[src/rtl/mixer_pkg.sv]
// Shared types and default sizing for the voice mixer control path.
package mixer_pkg;

  localparam int NUM_VOICES    = 12;
  localparam int NOTE_W        = 4;
  localparam int REL_W         = 8;
  localparam int AGE_W         = 4;
  localparam int RELEASE_TICKS = 64;

  typedef enum logic [1:0] {
    IDLE    = 2'd0,
    ACTIVE  = 2'd1,
    RELEASE = 2'd2
  } voice_state_t;

endpackage

[src/rtl/voice_slot.sv]
// One voice slot: lifecycle state, note, saturating age and release counter.
// Exposes its state after this cycle's note_off / tick so the top can pick
// an allocation target in the same cycle.
module voice_slot
  import mixer_pkg::*;
#(
  parameter int NOTE_W        = mixer_pkg::NOTE_W,
  parameter int REL_W         = mixer_pkg::REL_W,
  parameter int AGE_W         = mixer_pkg::AGE_W,
  parameter int RELEASE_TICKS = mixer_pkg::RELEASE_TICKS
) (
  input  logic               clk_i,
  input  logic               nrst_i,
  input  logic               sample_tick_i,
  input  logic               note_on_i,
  input  logic               note_off_i,
  input  logic [NOTE_W-1:0]  note_id_i,
  input  logic               alloc_i,
  output voice_state_t       mid_state_o,
  output logic [NOTE_W-1:0]  note_o,
  output logic [AGE_W-1:0]   age_o,
  output logic               enable_o,
  output logic               start_o,
  output logic               next_idle_o
);

  localparam logic [REL_W-1:0] REL_INIT = REL_W'(RELEASE_TICKS);
  localparam logic [AGE_W-1:0] AGE_MAX  = '1;

  voice_state_t      state_q, state_d, mid_state;
  logic [NOTE_W-1:0] note_q, note_d;
  logic [AGE_W-1:0]  age_q, age_d;
  logic [REL_W-1:0]  cnt_q, cnt_d, mid_cnt;
  logic              enable_q, enable_d;
  logic              start_q, start_d;

  // Apply note_off and the release tick first; the on-allocation sees this view.
  always_comb begin
    mid_state = state_q;
    mid_cnt   = cnt_q;
    if (state_q == ACTIVE && note_off_i && note_q == note_id_i) begin
      if (RELEASE_TICKS == 0) begin
        mid_state = IDLE;
      end else begin
        mid_state = RELEASE;
        mid_cnt   = REL_INIT;
      end
    end else if (state_q == RELEASE && sample_tick_i) begin
      mid_cnt = cnt_q - 1'b1;
      if (cnt_q <= 1) mid_state = IDLE;
    end
  end

  // Allocation/retrigger overrides everything else; otherwise age the voice.
  always_comb begin
    state_d = mid_state;
    cnt_d   = mid_cnt;
    note_d  = note_q;
    age_d   = age_q;
    start_d = 1'b0;
    if (alloc_i) begin
      state_d = ACTIVE;
      note_d  = note_id_i;
      age_d   = '0;
      cnt_d   = '0;
      start_d = 1'b1;
    end else if (note_on_i && mid_state != IDLE && age_q != AGE_MAX) begin
      age_d = age_q + 1'b1;
    end
    enable_d = (state_d != IDLE);
  end

  // Slot registers.
  always_ff @(posedge clk_i or negedge nrst_i) begin
    if (!nrst_i) begin
      state_q  <= IDLE;
      note_q   <= '0;
      age_q    <= '0;
      cnt_q    <= '0;
      enable_q <= 1'b0;
      start_q  <= 1'b0;
    end else begin
      state_q  <= state_d;
      note_q   <= note_d;
      age_q    <= age_d;
      cnt_q    <= cnt_d;
      enable_q <= enable_d;
      start_q  <= start_d;
    end
  end

  assign mid_state_o = mid_state;
  assign note_o      = note_q;
  assign age_o       = age_q;
  assign enable_o    = enable_q;
  assign start_o     = start_q;
  assign next_idle_o = (state_d == IDLE);

endmodule

[src/rtl/voice_allocator.sv]
// Voice allocator for the mixer: maps note events onto voice slots,
// retriggering held notes, else filling the lowest idle slot, else stealing
// the oldest releasing voice, else the oldest active voice.
module voice_allocator
  import mixer_pkg::*;
#(
  parameter int NUM_VOICES    = mixer_pkg::NUM_VOICES,
  parameter int NOTE_W        = mixer_pkg::NOTE_W,
  parameter int REL_W         = mixer_pkg::REL_W,
  parameter int RELEASE_TICKS = mixer_pkg::RELEASE_TICKS,
  parameter int AGE_W         = mixer_pkg::AGE_W
) (
  input  logic                         clk,
  input  logic                         nrst,
  input  logic                         sample_tick,
  input  logic                         note_on,
  input  logic                         note_off,
  input  logic [NOTE_W-1:0]            note_id,
  output logic [NUM_VOICES-1:0]        voice_enable,
  output logic [NUM_VOICES*NOTE_W-1:0] voice_note,
  output logic [NUM_VOICES-1:0]        voice_start,
  output logic                         all_busy
);

  localparam int IDX_W = (NUM_VOICES > 1) ? $clog2(NUM_VOICES) : 1;

  voice_state_t                     mid_state [NUM_VOICES];
  logic [NUM_VOICES-1:0][NOTE_W-1:0] note_arr;
  logic [NUM_VOICES-1:0][AGE_W-1:0]  age_arr;
  logic [NUM_VOICES-1:0]             next_idle, alloc;
  logic [NUM_VOICES-1:0]             match_v, idle_v, rel_v, act_v;
  logic                              all_busy_q;

  genvar gi;
  generate
    for (gi = 0; gi < NUM_VOICES; gi++) begin : g_slot
      voice_slot #(
        .NOTE_W        (NOTE_W),
        .REL_W         (REL_W),
        .AGE_W         (AGE_W),
        .RELEASE_TICKS (RELEASE_TICKS)
      ) u_slot (
        .clk_i         (clk),
        .nrst_i        (nrst),
        .sample_tick_i (sample_tick),
        .note_on_i     (note_on),
        .note_off_i    (note_off),
        .note_id_i     (note_id),
        .alloc_i       (alloc[gi]),
        .mid_state_o   (mid_state[gi]),
        .note_o        (note_arr[gi]),
        .age_o         (age_arr[gi]),
        .enable_o      (voice_enable[gi]),
        .start_o       (voice_start[gi]),
        .next_idle_o   (next_idle[gi])
      );
    end
  endgenerate

  assign voice_note = note_arr;

  // Classify each slot as seen after note_off and tick processing.
  always_comb begin
    for (int i = 0; i < NUM_VOICES; i++) begin
      match_v[i] = (mid_state[i] != IDLE) && (note_arr[i] == note_id);
      idle_v[i]  = (mid_state[i] == IDLE);
      rel_v[i]   = (mid_state[i] == RELEASE);
      act_v[i]   = (mid_state[i] == ACTIVE);
    end
  end

  // Priority encoders plus oldest-voice search; strict '>' keeps the lowest index on ties.
  always_comb begin
    logic [IDX_W-1:0] match_idx, idle_idx, rel_idx, act_idx, tgt;
    logic [AGE_W-1:0] rel_age, act_age;
    logic             rel_found, act_found, do_alloc;
    match_idx = '0;
    idle_idx  = '0;
    rel_idx   = '0;
    act_idx   = '0;
    rel_age   = '0;
    act_age   = '0;
    rel_found = 1'b0;
    act_found = 1'b0;
    tgt       = '0;
    do_alloc  = 1'b0;
    for (int i = NUM_VOICES - 1; i >= 0; i--) begin
      if (match_v[i]) match_idx = IDX_W'(i);
      if (idle_v[i])  idle_idx  = IDX_W'(i);
    end
    for (int i = 0; i < NUM_VOICES; i++) begin
      if (rel_v[i] && (!rel_found || age_arr[i] > rel_age)) begin
        rel_found = 1'b1;
        rel_age   = age_arr[i];
        rel_idx   = IDX_W'(i);
      end
      if (act_v[i] && (!act_found || age_arr[i] > act_age)) begin
        act_found = 1'b1;
        act_age   = age_arr[i];
        act_idx   = IDX_W'(i);
      end
    end
    if (|match_v) begin
      tgt = match_idx; do_alloc = note_on;
    end else if (|idle_v) begin
      tgt = idle_idx;  do_alloc = note_on;
    end else if (rel_found) begin
      tgt = rel_idx;   do_alloc = note_on;
    end else if (act_found) begin
      tgt = act_idx;   do_alloc = note_on;
    end
    for (int i = 0; i < NUM_VOICES; i++) begin
      alloc[i] = do_alloc && (tgt == IDX_W'(i));
    end
  end

  // Registered busy flag reflects the post-update slot states.
  always_ff @(posedge clk or negedge nrst) begin
    if (!nrst) all_busy_q <= 1'b0;
    else       all_busy_q <= ~|next_idle;
  end

  assign all_busy = all_busy_q;

endmodule

[config.mk]
export PLATFORM = sky130hd
export DESIGN_NAME = voice_allocator
export DESIGN_NICKNAME = d
export VERILOG_FILES = /design/src/rtl/mixer_pkg.sv /design/src/rtl/voice_slot.sv /design/src/rtl/voice_allocator.sv
export SDC_FILE = /design/constraint.sdc
export NUM_CORES = 1
export LEC_CHECK = 0
export BUFFER_PORTS_ARGS = -buffer_cell sky130_fd_sc_hd__buf_2
export CAP_MARGIN = 20
export CORE_MARGIN = 2
export CORE_UTILIZATION = 35
export CTS_CLUSTER_DIAMETER = 40
export DETAILED_ROUTE_END_ITERATION = 10
export GPL_ROUTABILITY_DRIVEN = 1
export PLACE_DENSITY = 0.6
export SETUP_SLACK_MARGIN = 0.15
export SLEW_MARGIN = 20
export SYNTH_ARGS = -nofsm -noshare
export SYNTH_HDL_FRONTEND = slang
export SYNTH_HIERARCHICAL = 1
export SYNTH_SLANG_ARGS = --single-unit
[constraint.sdc]
create_clock -name clk -period 18 [get_ports clk]
set_input_delay 1.8 -clock clk [delete_from_list [all_inputs] [get_ports clk]]
set_output_delay 1.8 -clock clk [all_outputs]
set_load 0.02 [all_outputs]
==> qor.yml <==
min_path:
  hold_class: "reg2reg"
  whs_endpoint: "g_slot[9].u_slot/cnt_q[7]"
  timing.hold.worst_path_depth: 2
  min_from: "g_slot[9].u_slot/cnt_q[7]"
clock_tree:
  cts_tree: "done"
  clk_root_buffer_cell: "sky130_fd_sc_hd__clkbuf_16"
  post_cts_hold_buffer_count: 0
  cts_max_path_buffers: 3
  cts.htree.levels: 2
  register_clock_pin_slew_on_the_reported_worst_setup_and_hold_paths_ns: 0.05
  numClockSinks: 241
  clock_insertion_delay_worst_skew_ns: 0.58
  number_of_buffers_created_by_cts: 44
route:
  drt-pass1-iter-count: 5
  first_iter_violations: 882
  postRouteWirelength_microns: 55600
  final_antenna_net_count: 0
  dr_wl_cell_microns: 18.5
  via_count: 16200
  route.detailed.vias_per_inst: 5.41
  drc: 0
timing:
  final.setup_skew_ns: 0.0313
  grt_setup_unrepaired: "yes"
  final.min_clock_period_ns: 19.02
  tightestPinTransition_ns: 0.973
  tcrit_tclk_final_pct: 106
  slew_headroom_pct: 35.1
  number_of_failing_setup_endpoints_in_the_final_timing_report: 241
  hold_viol_final: 0
  slew_violations: 0
  final.setup.tns_ns: -190.13
  fmaxAchievable_ghz: 0.0526
  timing.final.ws_setup_ns: -1.02
flow_run:
  maxCapViolCount: 0
critical_path:
  r2r.worst_path.cells: 98
  max_stage_delay_ns: 0.47
  critical-path-slowest-cell: "sky130_fd_sc_hd__o41ai_4"
  timing.critical_path.max_delay_family: "compound AO/OA/AOI/OAI gates"
  critical_path.max_fanout: 7
  r2r_setup_slack_ns: -0.47
  timing.critical_path.arrival_ns: 19.53
  crit_top_cell: "sky130_fd_sc_hd__ha_4"
  crit_required_ns: 18.51
  regToRegEndpoint: "all_busy"
  regToRegStartpoint: "g_slot[0].u_slot/cnt_q[2]"
  crit_path_end_kind: "flip-flop"
  timing_worst_setup_path_type: "in2reg"
  critical_path_buffers_and_inverters: 10
  category_of_the_worst_setup_path_launch_point: "input pin"
die:
  dieHeight_microns: 229
  initial_core_util_pct: 35.4
  io_pins: 82
  die_w_microns: 229
  fp.coreArea_sq_um: 50100
  die-area_sq_um: 52400
  floorplan.rows: 82
yosys:
  sequential_to_total_area_share_from_yosys_stat_pct: 34.1
  synth.distinct_cells: 88
  mappedNetlistArea_sq_um: 17700
  asyncSetResetFlopFracSynth_pct: 100
  postSynthAreaPerCell_sq_um: 9.64
  synth-seq-cells: 241
  mappedNetlistNets: 1966
  number_of_synthesized_flops_with_an_enable_pin: 0
  synth.yosys.warnings: 6
  synth_cells: 1837
  synthFlopType: "sky130_fd_sc_hd__dfrtp_1"
grt:
  global_route.peak_usage_layer: "met2"
  antenna_found_initial: 0
  grt_pass1_vias: 16500
  global_route.usage.met2_pct: 34.7
  grt_remaining_overflow: 0
  grtUsageTotal_pct: 20.8
  first_pass_grt_wire_length_microns: 88700
  groute.layer.met1.usage_pct: 27.4
  maximum_number_of_pins_on_one_net_before_global_route_repair: 101
  global_route_track_usage_on_met3_pct: 2.58
placement:
  place.detailed.instances: 2798
  worst_setup_slack_post_dpl_ns: -1.90
  hpwl_microns: 39400
  gp_congestion: 0.916
  total_of_buffers_placed_on_input_and_output_ports: 81
final_layout:
  area.growth.synth_to_final_pct: 42.0
  fillers: 4537
  area.sequential_sq_um: 6030
  drive_gt1_share_pct: 39.7
  utilization_pct: 50.2
  final_net_count: 2422
  multi_input_area_sq_um: 12800
  instances_no_fill: 3000
  num_antenna_cells: 0
  layout.cells.most_common_list: "sky130_fd_sc_hd__buf_4, sky130_fd_sc_hd__dfrtp_1, sky130_fd_sc_hd__nor2_1, sky130_fd_sc_hd__xnor2_1, sky130_fd_sc_hd__ha_1"
  layout.cells.most_common: "sky130_fd_sc_hd__buf_4"
status:
  violations: "negative setup slack"
  run_status: "finished with violations"
per-stage QoR:
stage	area (sq um)	hold slack, ns
5_1_grt	25100	0.555
3_5_place_dp	21400	0.524
4_1_cts	24400	0.540
3_3_place_gp	21400	0.510
2_1_floorplan	18600	0.494
6_report	25100	0.531
timing repair:
action                     in CTS  in global routing
pin swaps                     107                103
resized for setup             189                 88
cloned                          5                  0
setup buffers                  75                 41
setup endpoints to repair     241                241
sequential cells by signal, indices dropped and copies added, names as in the netlist:
name / flops
g_slot.u_slot/cnt_q: 96
g_slot.u_slot/age_o: 48
g_slot.u_slot/note_o: 48
g_slot.u_slot/state_q: 24
g_slot.u_slot/enable_o: 12
g_slot.u_slot/start_o: 12
all_busy: 1
logic make-up after synthesis:
| family | Yosys count | synth area share [%] |
|---|---|---|
| simple gates | 696 | 23.5 |
| compound gates | 423 | 17.5 |
| flops | 241 | 34.1 |
| xor+xnor | 168 | 8.31 |
| fa+ha+maj | 120 | 8.48 |
| mux | 95 | 6.07 |
| buf+inv | 94 | 2.11 |
cells in the mapped netlist (13+ instances only):
cell | count | area, sq um
sky130_fd_sc_hd__nor2b_1 | 54 | 338
sky130_fd_sc_hd__ha_1 | 120 | 1500
sky130_fd_sc_hd__o311ai_0 | 14 | 123
sky130_fd_sc_hd__nand3b_1 | 13 | 97.6
sky130_fd_sc_hd__mux2_2 | 83 | 935
sky130_fd_sc_hd__or4_1 | 13 | 97.6
sky130_fd_sc_hd__o21ai_0 | 70 | 350
sky130_fd_sc_hd__nand4_1 | 19 | 119
sky130_fd_sc_hd__or3_1 | 28 | 175
sky130_fd_sc_hd__o21a_1 | 30 | 225
sky130_fd_sc_hd__nand3_1 | 53 | 265
sky130_fd_sc_hd__or2_2 | 28 | 175
sky130_fd_sc_hd__and2_1 | 24 | 150
sky130_fd_sc_hd__inv_1 | 71 | 267
sky130_fd_sc_hd__nor4_1 | 19 | 119
sky130_fd_sc_hd__xor2_1 | 32 | 280
sky130_fd_sc_hd__o21bai_1 | 33 | 248
sky130_fd_sc_hd__nor3_1 | 66 | 330
sky130_fd_sc_hd__o21ai_2 | 13 | 114
sky130_fd_sc_hd__nand4b_1 | 24 | 210
sky130_fd_sc_hd__a21oi_1 | 113 | 566
sky130_fd_sc_hd__a21o_1 | 20 | 150
sky130_fd_sc_hd__nor2_1 | 172 | 646
sky130_fd_sc_hd__clkbuf_1 | 14 | 52.6
sky130_fd_sc_hd__xnor2_1 | 136 | 1190
sky130_fd_sc_hd__nand2_1 | 49 | 184
sky130_fd_sc_hd__nand2b_1 | 39 | 244
sky130_fd_sc_hd__o31ai_1 | 19 | 143
sky130_fd_sc_hd__dfrtp_1 | 241 | 6030
sky130_fd_sc_hd__o211ai_1 | 34 | 255
worst max-delay path by stage:
| stage | startpoint | end | slack (ns) | cells after the start |
|---|---|---|---|---|
| after floorplan | sample_tick | all_busy | -0.41 | 96 |
| after detailed placement | note_id[0] | g_slot[0].u_slot/cnt_q[6] | -1.90 | 96 |
| after global routing | sample_tick | all_busy | -1.97 | 100 |
| final | sample_tick | all_busy | -1.02 | 99 |
| after CTS | sample_tick | g_slot[5].u_slot/cnt_q[6] | -0.68 | 99 |
| after global placement | sample_tick | g_slot[0].u_slot/cnt_q[6] | -1.79 | 96 |
cell type report:
class / instances / share of cell area, %
Clock buffer: 49 / 4.70
Clock inverter: 32 / 1.52
Inverter: 71 / 1.07
Multi-Input combinational cell: 1502 / 51.1
Sequential cell: 241 / 24.0
Tap cell: 672 / 3.35
Timing Repair Buffer: 433 / 14.3
routing by layer:
metal	part of all wire, %	vias up
li1	-	7736
met2	48	357
met5	0	-
met4	3.7	0
met3	3.6	123
met1	45	8021
worst register-to-register path: cells and delay by family, from the launching register on:
kind | cells | cell delay, ns
mux | 7 | 2.15
fa+ha+maj | 11 | 2.84
compound gates | 44 | 7.82
simple gates | 27 | 4.08
buf+inv | 9 | 1.19
flops | 1 | 0.38
Power is not shown: default switching activity piles up to over one toggle a cycle in this logic, so the estimate is an artifact.
